`config.mk`:
```
export PLATFORM = sky130hd
export DESIGN_NAME = booth_wallace_cla_mult
export DESIGN_NICKNAME = d
export VERILOG_FILES = /design/src/rtl/booth_wallace_cla_mult.sv
export SDC_FILE = /design/constraint.sdc
export NUM_CORES = 1
export LEC_CHECK = 0
export CORE_MARGIN = 2
export CORE_UTILIZATION = 40
export DETAILED_ROUTE_END_ITERATION = 10
export PLACE_DENSITY_LB_ADDON = 0.12
export SETUP_SLACK_MARGIN = 0.02
export SYNTH_ARGS = -nofsm -noshare
export SYNTH_HDL_FRONTEND = slang
export SYNTH_SLANG_ARGS = --single-unit
```
`constraint.sdc`:
```
create_clock -name clk -period 1.95 [get_ports clk]
set_clock_uncertainty 0.1 [all_clocks]
set_input_delay 0.585 -clock clk [delete_from_list [all_inputs] [get_ports clk]]
set_output_delay 0.585 -clock clk [all_outputs]
set_load 0.1 [all_outputs]
```
`src/rtl/booth_wallace_cla_mult.sv`:
```
// Signed WIDTH x WIDTH multiplier: radix-4 Booth partial products, Wallace
// carry-save reduction, 4-bit-group carry-lookahead final adder, one register stage.
module booth_wallace_cla_mult #(
  parameter int WIDTH = 16
) (
  input  logic                 clk,
  input  logic                 rst_n,
  input  logic                 in_valid,
  input  logic [WIDTH-1:0]     multiplicand,
  input  logic [WIDTH-1:0]     multiplier,
  output logic                 out_valid,
  output logic [2*WIDTH-1:0]   product
);

  localparam int PW    = 2 * WIDTH;
  localparam int NPP   = WIDTH / 2;
  localparam int NROWS = NPP + 1;  // Booth rows plus the negation-correction row

  function automatic int csa_rows(input int n);
    return (n / 3) * 2 + (n % 3);
  endfunction

  function automatic int rows_at(input int lvl);
    int n;
    n = NROWS;
    for (int k = 0; k < lvl; k++) n = csa_rows(n);
    return n;
  endfunction

  function automatic int tree_levels(input int n);
    int lvl;
    int r;
    lvl = 0;
    r   = n;
    while (r > 2) begin
      r = csa_rows(r);
      lvl++;
    end
    return lvl;
  endfunction

  localparam int NLVL = tree_levels(NROWS);

  logic [PW-1:0] pp_rows [NROWS];
  logic [PW-1:0] corr_row;
  logic [PW-1:0] product_d, product_q;
  logic          out_valid_d, out_valid_q;

  // Booth recoding: each digit selects 0, +-A or +-2A; negatives are one's
  // complemented here and the missing +1 goes into the correction row.
  always_comb begin : booth_pp
    logic [WIDTH:0]   b_ext;
    logic [2:0]       trip;
    logic [WIDTH+1:0] a1, a2, mag, pp;
    logic             neg;
    // NOTE: every combinational output gets a default before any branch, so no path leaves it unassigned and no latch is inferred.
    b_ext    = {multiplier, 1'b0};
    a1       = {{2{multiplicand[WIDTH-1]}}, multiplicand};
    a2       = {multiplicand[WIDTH-1], multiplicand, 1'b0};
    trip     = '0;
    mag      = '0;
    pp       = '0;
    neg      = 1'b0;
    corr_row = '0;
    for (int i = 0; i < NPP; i++) begin
      trip = b_ext[2*i +: 3];
      case (trip)
        3'b001, 3'b010: begin mag = a1; neg = 1'b0; end
        3'b011:         begin mag = a2; neg = 1'b0; end
        3'b100:         begin mag = a2; neg = 1'b1; end
        3'b101, 3'b110: begin mag = a1; neg = 1'b1; end
        default:        begin mag = '0; neg = 1'b0; end
      endcase
      pp            = neg ? ~mag : mag;
      pp_rows[i]    = {{(PW-WIDTH-2){pp[WIDTH+1]}}, pp} << (2 * i);
      corr_row[2*i] = neg;
    end
    pp_rows[NPP] = corr_row;
  end

  // Wallace reduction to two rows, then the carry-lookahead adder.
  always_comb begin : tree_cla
    logic [PW-1:0] tree [NLVL+1][NROWS];
    logic [PW-1:0] x, y, a, b, c, sum;
    logic [3:0]    g, p, cc;
    logic          cin;
    int            n;

    tree = '{default: '0};
    for (int r = 0; r < NROWS; r++) tree[0][r] = pp_rows[r];

    for (int l = 0; l < NLVL; l++) begin
      n = rows_at(l);
      for (int j = 0; j < NROWS / 3; j++) begin
        if (3 * j + 2 < n) begin
          a = tree[l][3*j];
          b = tree[l][3*j+1];
          c = tree[l][3*j+2];
          tree[l+1][2*j]   = a ^ b ^ c;
          tree[l+1][2*j+1] = ((a & b) | (a & c) | (b & c)) << 1;
        end
      end
      // Rows that do not fill a 3:2 compressor pass straight to the next level.
      for (int k = 0; k < 2; k++) begin
        if (k < n % 3) tree[l+1][2*(n/3)+k] = tree[l][3*(n/3)+k];
      end
    end

    x   = tree[NLVL][0];
    y   = tree[NLVL][1];
    sum = '0;
    cin = 1'b0;
    for (int k = 0; k < PW / 4; k++) begin
      g     = x[4*k +: 4] & y[4*k +: 4];
      p     = x[4*k +: 4] ^ y[4*k +: 4];
      cc[0] = cin;
      cc[1] = g[0] | (p[0] & cin);
      cc[2] = g[1] | (p[1] & g[0]) | (p[1] & p[0] & cin);
      cc[3] = g[2] | (p[2] & g[1]) | (p[2] & p[1] & g[0]) | (p[2] & p[1] & p[0] & cin);
      sum[4*k +: 4] = p ^ cc;
      cin   = g[3] | (p[3] & g[2]) | (p[3] & p[2] & g[1]) | (p[3] & p[2] & p[1] & g[0])
            | ((&p) & cin);
    end

    product_d   = in_valid ? sum : product_q;
    out_valid_d = in_valid;
  end

  // NOTE: state flops use non-blocking assignments so every flop samples pre-edge values.
  always_ff @(posedge clk or negedge rst_n) begin
    if (!rst_n) begin
      product_q   <= '0;
      out_valid_q <= 1'b0;
    end else begin
      product_q   <= product_d;
      out_valid_q <= out_valid_d;
    end
  end

  assign product   = product_q;
  assign out_valid = out_valid_q;

endmodule

```
==> flow_summary.ini, run 1 <==
[status]
status = complete, but fails checks
failed_checks = setup timing

[timing]
rsz0062_at_grt = yes
hold_viol = 0
finalMaxSlewViolations = 0
fin_ws_ns = -3.72
whs_ns = 0.461
setup_violations = 31
max_freq_mhz = 176
maxSlewHeadroom = 0.636
period_needed_ns = 5.67
finalSetupTns_ns = -90.64
worstMarginPinSlew_ns = 0.545
period_share = 2.91

[synthesis]
ys_ff_latch = 33
ys.flop_type = dfrtp_1
synth_nets = 1329
synth_top_cell_by_area = fa_1
ys_top_cells_by_count = inv_1 (206), fa_1 (123), xor2_1 (112)
synth_top_area_share = 0.265
yosysWarnings = 0
synth_cell_types = 52
ys_seq_area_frac = 0.0890
synth-edff-count = 0
syn-cell-area_um2 = 9280
async_flop_share = 1.00
yosysMostFrequentCell = inv_1
syn_inst = 1099
synth_area_leaders = fa_1 (27%), xor2_1 (11%), ha_1 (9.7%)
avgSynthCellArea_um2 = 8.44

[floorplan]
ios = 68
start_util = 0.408
die_w_um = 156
die-area_um2 = 24400
die_h_um = 156
rows = 55
fp.coreArea_um2 = 22700

[global_routing]
grt_antenna_before_repair = 0
grt_max_degree = 34
grt_remaining_overflow = 0
grt_pass1_wl_mm = 48.5
track_usage = 0.253
first_global_vias = 9533

[clocking]
htree_levels = 2
cts_buffer_depth = 2
clock-root-buffer = clkbuf_16
insertion_delay_ns = 0.28
hold_buffers = 0
cts_made_buffers = 5
clk_pin_slew_ns = 0.06
cts_tree = built
cts.sinks = 33

[layout]
drive_above_1_share = 0.416
fillCellCount = 1835
syn_to_final_growth_pct = 59.4
diodes = 0
fin_cells = 1704
nets = 1648

[routing]
routed_wirelength_mm = 30.0
drc = 0
viasPerCell = 5.25
first_iter_violations = 413
ant_nets = 0
routedWlPerCell_um = 17.6
firstDrtPassIters = 4
num_vias = 8951

[critical_path]
cp_max_fo = 5
critPathCaptureType = flip-flop
crit_arrival_ns = 5.74
critical_path.n_buffers_inverters = 7
crit_path_start_kind = primary input
crit_required_ns = 2.02
path_class = in -> reg
critPathSlowestCell = fa_2
cp_cell_sequence = buf_8 -> buf_6 -> ha_4 -> o31ai_4 -> buf_12 -> buf_8 -> xor2_4 -> fa_1 -> inv_2 -> fa_1 -> fa_1 -> inv_2 -> fa_2 -> ha_4 -> buf_6 -> nand4_1 -> o211ai_1 -> a21oi_4 -> a41oi_2 -> or2_4 -> fa_2 -> mux2_4
critPathMaxStageDelay_ns = 0.61
cpMostUsedCell = fa_1
cp_top_family = adder cells

[placed_design]
dp.cells = 1619
dp_hpwl_mm = 23.1
placement.io_buffers = 67
place.gp.congestion = 0.908

[flow_run]
max_cap_violations = 0

[worst_hold_path]
hp-class = reg -> reg
[area by class of cell]
type,instances,area (um2),area share
clock inverter,3,17.5,0.00118
timing repair buffer,404,4150,0.281
sequential,33,826,0.0559
clock buffer,5,125,0.00846
inverter,207,792,0.0536
tap,285,357,0.0241
multi-input combinational,767,8520,0.576
[layer usage]
metal	GRT usage	routed length [um]	vias up
met5	0	0	-
met4	0.0760	1000	0
met3	0.0399	1550	69
met2	0.444	15100	218
met1	0.321	12300	4424
li1	-	-	4240
[cell families (layout without fill, tap and decap cells)]
logic type,Yosys count,in the layout,synth area share
DFF,33,33,0.0890
xor gates and xnor gates,135,135,0.127
AOI/OAI and AO/OA,275,275,0.199
adders and majority gates,195,195,0.363
muxes,30,31,0.0347
buffers and inverters,300,619,0.124
and+or+nand+nor,131,131,0.0634
[stage by stage]
stage	utilization	setup WS [ns]	area (um2)
6_report	0.651	-3.72	14800
3_3_place_gp	0.567	-4.58	12900
2_1_floorplan	-	-3.77	9960
3_5_place_dp	0.567	-4.65	12900
4_1_cts	0.633	-3.70	14400
5_1_grt	0.651	-3.90	14800
[worst paths after layout]
path                                    startpoint                      end  slack, ns  cells past startpoint
setup reg to reg           product[31]$_DFFE_PN0P_  product[31]$_DFFE_PN0P_       0.97                      2
min in group asynchronous                    rst_n   product[6]$_DFFE_PN0P_       0.57                      2
setup / recovery                     multiplier[6]  product[20]$_DFFE_PN0P_      -3.72                     22
hold reg to reg            product[18]$_DFFE_PN0P_  product[18]$_DFFE_PN0P_       0.46                      2
hold / removal             product[18]$_DFFE_PN0P_  product[18]$_DFFE_PN0P_       0.46                      2
max in group asynchronous                    rst_n  product[25]$_DFFE_PN0P_       0.99                      2
[timing repair]
action | 4_1_cts | 5_1_grt
hold endpoints to repair | 0 | 0
setup endpoints to repair | 31 | 31
buffers inserted | 65 | 14
resized for setup | 310 | 88
gates cloned | 4 | 2
pin swaps | 123 | 52
[sequential cells by signal (all words and copies together) (netlist names)]
| register | flops |
|---|---|
| product | 32 |
| out_valid | 1 |
[placed cells by master (no fill, tap or decap), drive strengths merged, types with 10 or more instances in the layout]
master	n
a21oi	29
a221o	12
a22o	10
a22oi	87
buf	382
clkbuf	10
dfrtp	33
dlygate4sd2	14
fa	123
ha	72
inv	207
mux2	18
mux2i	13
nand2	37
nor2	52
o21ai	93
xnor2	23
xor2	112
[worst register-to-register path, delay by kind of cell (launching register included)]
kind,cells,cell delay [ns]
AND/OR/NAND/NOR,1,0.20
AO/OA/AOI/OAI,1,0.17
flip-flops,1,0.40
Power of run 1 is left out: the tool's default activity adds up to more than one toggle a clock period on the data nets, which glitch-free logic cannot reach.
==> inputs of run 2 (changes only) <==
--- a/config.mk
+++ b/config.mk
@@ -5,6 +5,7 @@
 export SDC_FILE = /design/constraint.sdc
 export NUM_CORES = 1
 export LEC_CHECK = 0
+export CAP_MARGIN = 20
 export CORE_MARGIN = 2
 export CORE_UTILIZATION = 40
 export DETAILED_ROUTE_END_ITERATION = 10
==> results of run 2 <==
No change in the layout: final DEF, timing and power equal those of run 1.
Power of run 2 is left out for the same reason.
==> inputs of run 3 (changes only) <==
--- a/config.mk
+++ b/config.mk
@@ -9,7 +9,7 @@
 export CORE_MARGIN = 2
 export CORE_UTILIZATION = 40
 export DETAILED_ROUTE_END_ITERATION = 10
-export PLACE_DENSITY_LB_ADDON = 0.12
+export PLACE_DENSITY = 0.64
 export SETUP_SLACK_MARGIN = 0.02
 export SYNTH_ARGS = -nofsm -noshare
 export SYNTH_HDL_FRONTEND = slang
==> run 3 against run 2 <==
  * Count of clock-buffer cells in the layout is 1 higher
  * Die area stayed put
  * Global-route usage is 0.092 points higher
  * Critical endpoint is now product[28]$_DFFE_PN0P_
  * Worst hold slack worse by 0.23 ns
  * First-iteration DRC count is 21% higher
  * Design area is 0.90% lower
  * The flow still finishes with violations (setup timing)
  * Worst setup slack worse by 0.14 ns
  * Sequential cell count stayed put
  * Non-clock buffer count is 18 lower
  * Largest cell class unchanged
  * Cell count is 0.94% lower
==> flow_summary.ini, run 3 (synthesized netlist as in run 1, its figures left out) <==
[timing]
finalSetupTns_ns = -90.97
max_freq_mhz = 172
rsz0062_at_grt = yes
period_needed_ns = 5.81
setup_violations = 31
period_share = 2.98
worstMarginPinSlew_ns = 0.468
maxSlewHeadroom = 0.688
fin_ws_ns = -3.86
finalMaxSlewViolations = 0
hold_viol = 0

[critical_path]
worstRegToRegCells = 2
r2r_start = product[31]$_DFFE_PN0P_
cpMostUsedCell = fa_1
critPathSlowestCell = fa_2
crit_path_start_kind = primary input
cp_max_fo = 6
crit_required_ns = 2.02
critPathMaxStageDelay_ns = 0.56
worstReg2RegEnd = product[31]$_DFFE_PN0P_
cp_cell_sequence = buf_12 -> inv_8 -> ha_4 -> buf_6 -> mux2_4 -> buf_4 -> a22oi_2 -> xor2_2 -> fa_1 -> inv_2 -> fa_2 -> fa_1 -> inv_2 -> fa_2 -> ha_4 -> nand3_2 -> nor2_4 -> nand4_1 -> buf_4 -> a31oi_4 -> nor2_1 -> inv_1 -> fa_1 -> mux2_4
critPathCaptureType = flip-flop
regToRegSetupSlack_ns = 0.93
crit_arrival_ns = 5.88
path_class = in -> reg

[clocking]
htree_levels = 2
clk_pin_slew_ns = 0.05
cts.sinks = 33
cts_tree = built
cts_made_buffers = 5
cts_buffer_depth = 2
hold_buffers = 0
insertion_delay_ns = 0.28
clock-root-buffer = clkbuf_16

[layout]
diodes = 0
fillCellCount = 1801
syn_to_final_growth_pct = 58.0
final_cell_mix = buf_4 (241), inv_1 (181), fa_1 (108)
nets = 1632
largest_register_ffs = 32
drive_above_1_share = 0.428
layout_commonest_cell = buf_4
register_area_um2 = 826
multi_input_area_um2 = 8670

[floorplan]
fp.coreArea_um2 = 22700
rows = 55
die_h_um = 156
ios = 68
die_w_um = 156
start_util = 0.408
die-area_um2 = 24400

[placed_design]
placement.io_buffers = 67
dp_hpwl_mm = 22.3
place.gp.congestion = 0.967

[status]
failed_checks = setup timing
status = complete, but fails checks

[global_routing]
first_global_vias = 9637
track_usage = 0.254
grt_remaining_overflow = 0
grt_antenna_before_repair = 0
grt_max_degree = 34
grt_pass1_wl_mm = 49.0

[flow_run]
max_cap_violations = 0

[routing]
viasPerCell = 5.43
first_iter_violations = 501
drc = 0
num_vias = 9173
routed_wirelength_mm = 31.1
routedWlPerCell_um = 18.4
ant_nets = 0
firstDrtPassIters = 6

[worst_hold_path]
hp-class = in -> async
-- run 3: cell types whose count changed in the layout (fill, tap and decap cells not counted), moves of 5 or more --
cell / previous run / this run
o21ai_1: 40 / 35
buf_4: 235 / 241
buf_6: 75 / 50
o21ai_2: 6 / 12
-- run 3: timing repair --
action	4_1_cts	5_1_grt
setup endpoints to repair	31	31
gates cloned	6	0
pin swaps	94	80
gates resized for setup	260	131
setup buffers	50	24
-- run 3: metrics by stage --
step	setup slack, ns	hold slack (ns)	utilization	std cells	instance area (um2)
finish	-3.86	0.230	0.645	1688	14700
global route	-3.96	0.259	0.645	1688	14700
CTS	-3.73	0.242	0.619	1671	14100
detailed placement	-4.74	0.430	0.562	1608	12800
global placement	-4.60	0.425	0.562	1608	12800
floorplan	-3.77	0.189	-	1099	9960
-- run 3: how the worst max path moves through the flow --
stage	startpoint	to	slack [ns]	depth (start not counted)
global route	multiplier[5]	product[28]$_DFFE_PN0P_	-3.96	24
floorplan	multiplier[5]	product[28]$_DFFE_PN0P_	-3.77	24
detailed placement	multiplier[8]	product[28]$_DFFE_PN0P_	-4.74	21
CTS	multiplier[5]	product[28]$_DFFE_PN0P_	-3.73	25
global placement	multiplier[8]	product[24]$_DFFE_PN0P_	-4.60	19
finish	multiplier[5]	product[28]$_DFFE_PN0P_	-3.86	24
-- run 3: area by class of cell --
cell class                 count  area share
clock buffer                   6     0.00880
multi-input combinational    769       0.592
tap                          285      0.0243
clock inverter                 2    0.000683
inverter                     207      0.0537
sequential                    33      0.0564
timing repair buffer         386       0.264
-- run 3: critical path, delay by kind of cell --
kind                       cells  cell delay (ns)
AOI/OAI and AO/OA              2             0.37
xor gates and xnor gates       1             0.12
adders and majority gates      7             2.86
buffers and inverters          8             0.82
muxes                          2             0.56
and+or+nand+nor                4             0.54
-- run 3: per-layer routing --
layer,track usage,vias up,share of wire
li1,-,4197,-
met1,0.315,4548,0.39
met2,0.458,339,0.51
met3,0.0274,89,0.058
met4,0.0896,0,0.039
met5,0,-,0
Power of run 3 is left out for the same reason.
==> RTL edit: new RTL, settings of run 2 <==
Add an input register stage for `in_valid`, `multiplicand` and `multiplier`, without a reset; this delays them by one clock.
--- a/src/rtl/booth_wallace_cla_mult.sv
+++ b/src/rtl/booth_wallace_cla_mult.sv
@@ -16,4 +16,14 @@
   localparam int NPP   = WIDTH / 2;
   localparam int NROWS = NPP + 1;  // Booth rows plus the negation-correction row
+
+  logic in_valid_q;
+  logic [WIDTH-1:0] multiplicand_q;
+  logic [WIDTH-1:0] multiplier_q;
+
+  always_ff @(posedge clk) begin
+    in_valid_q     <= in_valid;
+    multiplicand_q <= multiplicand;
+    multiplier_q   <= multiplier;
+  end
 
   function automatic int csa_rows(input int n);
@@ -55,7 +65,7 @@
     logic             neg;
     // NOTE: every combinational output gets a default before any branch, so no path leaves it unassigned and no latch is inferred.
-    b_ext    = {multiplier, 1'b0};
-    a1       = {{2{multiplicand[WIDTH-1]}}, multiplicand};
-    a2       = {multiplicand[WIDTH-1], multiplicand, 1'b0};
+    b_ext    = {multiplier_q, 1'b0};
+    a1       = {{2{multiplicand_q[WIDTH-1]}}, multiplicand_q};
+    a2       = {multiplicand_q[WIDTH-1], multiplicand_q, 1'b0};
     trip     = '0;
     mag      = '0;
@@ -123,6 +133,6 @@
     end
 
-    product_d   = in_valid ? sum : product_q;
-    out_valid_d = in_valid;
+    product_d   = in_valid_q ? sum : product_q;
+    out_valid_d = in_valid_q;
   end
 
Check against the original RTL: not equivalent (a bounded check fails within 4 cycles, from zero or initial values and one cycle with rst_n low).
==> RTL edit against run 2 <==
  * The run still ends with negative setup slack left
  * Sequential cell count increased by 33
  * Worst hold slack got worse by 0.30 ns
  * Wire length decreased by 7.7%
  * Design area decreased by 3.2%
  * Global-route usage decreased by 3.6 points
  * Setup slack improved by 0.078 ns
  * Area after synthesis increased by 7.1%
  * Maximum frequency increased by 1.4%
  * Critical path type is now reg2reg
Power is not shown: default switching activity piles up to over one toggle a cycle in this logic, so the estimate is an artifact.
==> RTL edit: results (changes against run 2) <==
count of cell types in the netlist=58 (+12%); first-pass GRT wire length=45200 µm (-6.8%); ranking of synthesized cells by area=fa_1 (25%), xor2_1 (10%), ha_1 (9.1%), dfrtp_1 (8.3%), inv_1 (7.6%); CP Max Fanout=6 (+1); layout cell share with drive strength beyond 1=33.9% (-7.7 points); Post-DP Area=0.0132 mm² (+2.4%); FMAX=179 MHz (+1.4%); final setup fails=30 (-3.2%); Filler cells=2140 (+17%); status=complete, but fails checks; CP endpoint=product[28]$_DFFE_PN0P_; Worst Hold Class=in2async; failing checks=negative setup slack; DRT Pass-1 Iters=6 (+2); Skew-Pair Late Insertion Delay=0.35 ns (+0.07 ns); final net count=1594 (-3.3%); reg2reg path depth=20 (+18); # H-tree levels=3 (+1); via count of the first global-routing pass=8819 (-7.5%); Slowest-stage cell, CP=fa_1; dpl hpwl=21900 µm (-4.9%); met2 usage in global routing=35.0% (-9.5 points); sequential cell area fraction in the yosys report=15.0% (+6.1 points); gr usage total=21.7% (-3.6 points); routed length per instance=16.3 µm (-7.1%); ys async rst share=50.0% (-50 points); most instantiated cells after synthesis=inv_1 (201), fa_1 (123), xor2_1 (113), a22oi_1 (87), o21ai_0 (87); Primary FF master, synth=dfxtp_1; setup slack after layout=-3.64 ns (+0.0784 ns); total CTS buffers=9 (+4); warnings from Yosys=0 (unchanged); synthesized netlist net count=1355 (+2.0%); initial DRC count=490 (+19%); via count=8567 (-4.3%); met1 usage=30.3% (-1.8 points); routability cong.=0.917 (+0.98%)
RTL edit: through the flow:
stage | utilization (%) | instances | setup TNS [ns] | hold slack (ns) | setup slack (ns)
finish | 58.7 | 1693 | -86.85 | 0.160 | -3.64
global route | 58.7 | 1693 | -92.23 | 0.213 | -3.84
CTS | 57.3 | 1685 | -88.36 | 0.175 | -3.64
detailed placement | 54.1 | 1652 | -91.98 | 0.433 | -3.81
global placement | 54.1 | 1652 | -89.62 | 0.431 | -3.65
floorplan | - | 1125 | -82.80 | 0.189 | -3.74
RTL edit: worst min-delay path by stage:
stage	start	end	slack, ns
2_1_floorplan	rst_n	out_valid$_DFF_PN0_	0.19
3_3_place_gp	product[26]$_DFFE_PN0P_	product[26]$_DFFE_PN0P_	0.43
3_5_place_dp	product[22]$_DFFE_PN0P_	product[22]$_DFFE_PN0P_	0.43
4_1_cts	rst_n	product[6]$_DFFE_PN0P_	0.18
5_1_grt	rst_n	product[7]$_DFFE_PN0P_	0.21
6_report	rst_n	product[7]$_DFFE_PN0P_	0.16
RTL edit: logic make-up after synthesis:
family | count (synthesis) | synth area share [%]
AND/OR/NAND/NOR | 136 | 6.28
buffers and inverters | 294 | 11.2
multiplexers | 32 | 3.46
flip-flops | 66 | 15.0
adder cells (fa/ha/maj) | 195 | 33.8
XOR/XNOR | 136 | 12.0
AO/OA/AOI/OAI | 266 | 18.2
RTL edit: layout make-up:
type | count | share of cell area [%]
clock buffer | 9 | 1.57
clock inverter | 7 | 0.568
inverter | 201 | 5.29
multi-input combinational | 765 | 56.3
sequential | 66 | 10.6
tap | 324 | 2.83
timing repair buffer | 321 | 22.8
RTL edit: per-layer routing:
metal  part of all wire, %  wire [µm]  vias up
met4                   1.7        469        0
met3                   5.0       1380       32
met1                    47      13000     4163
met2                    46      12800      215
met5                     0          0        -
li1                      -          -     4157
RTL edit: what timing repair did:
action,4_1_cts,5_1_grt
setup endpoints to repair,30,30
pin swaps,61,48
gates resized for setup,73,64
buffers inserted,16,9
cloned,1,1
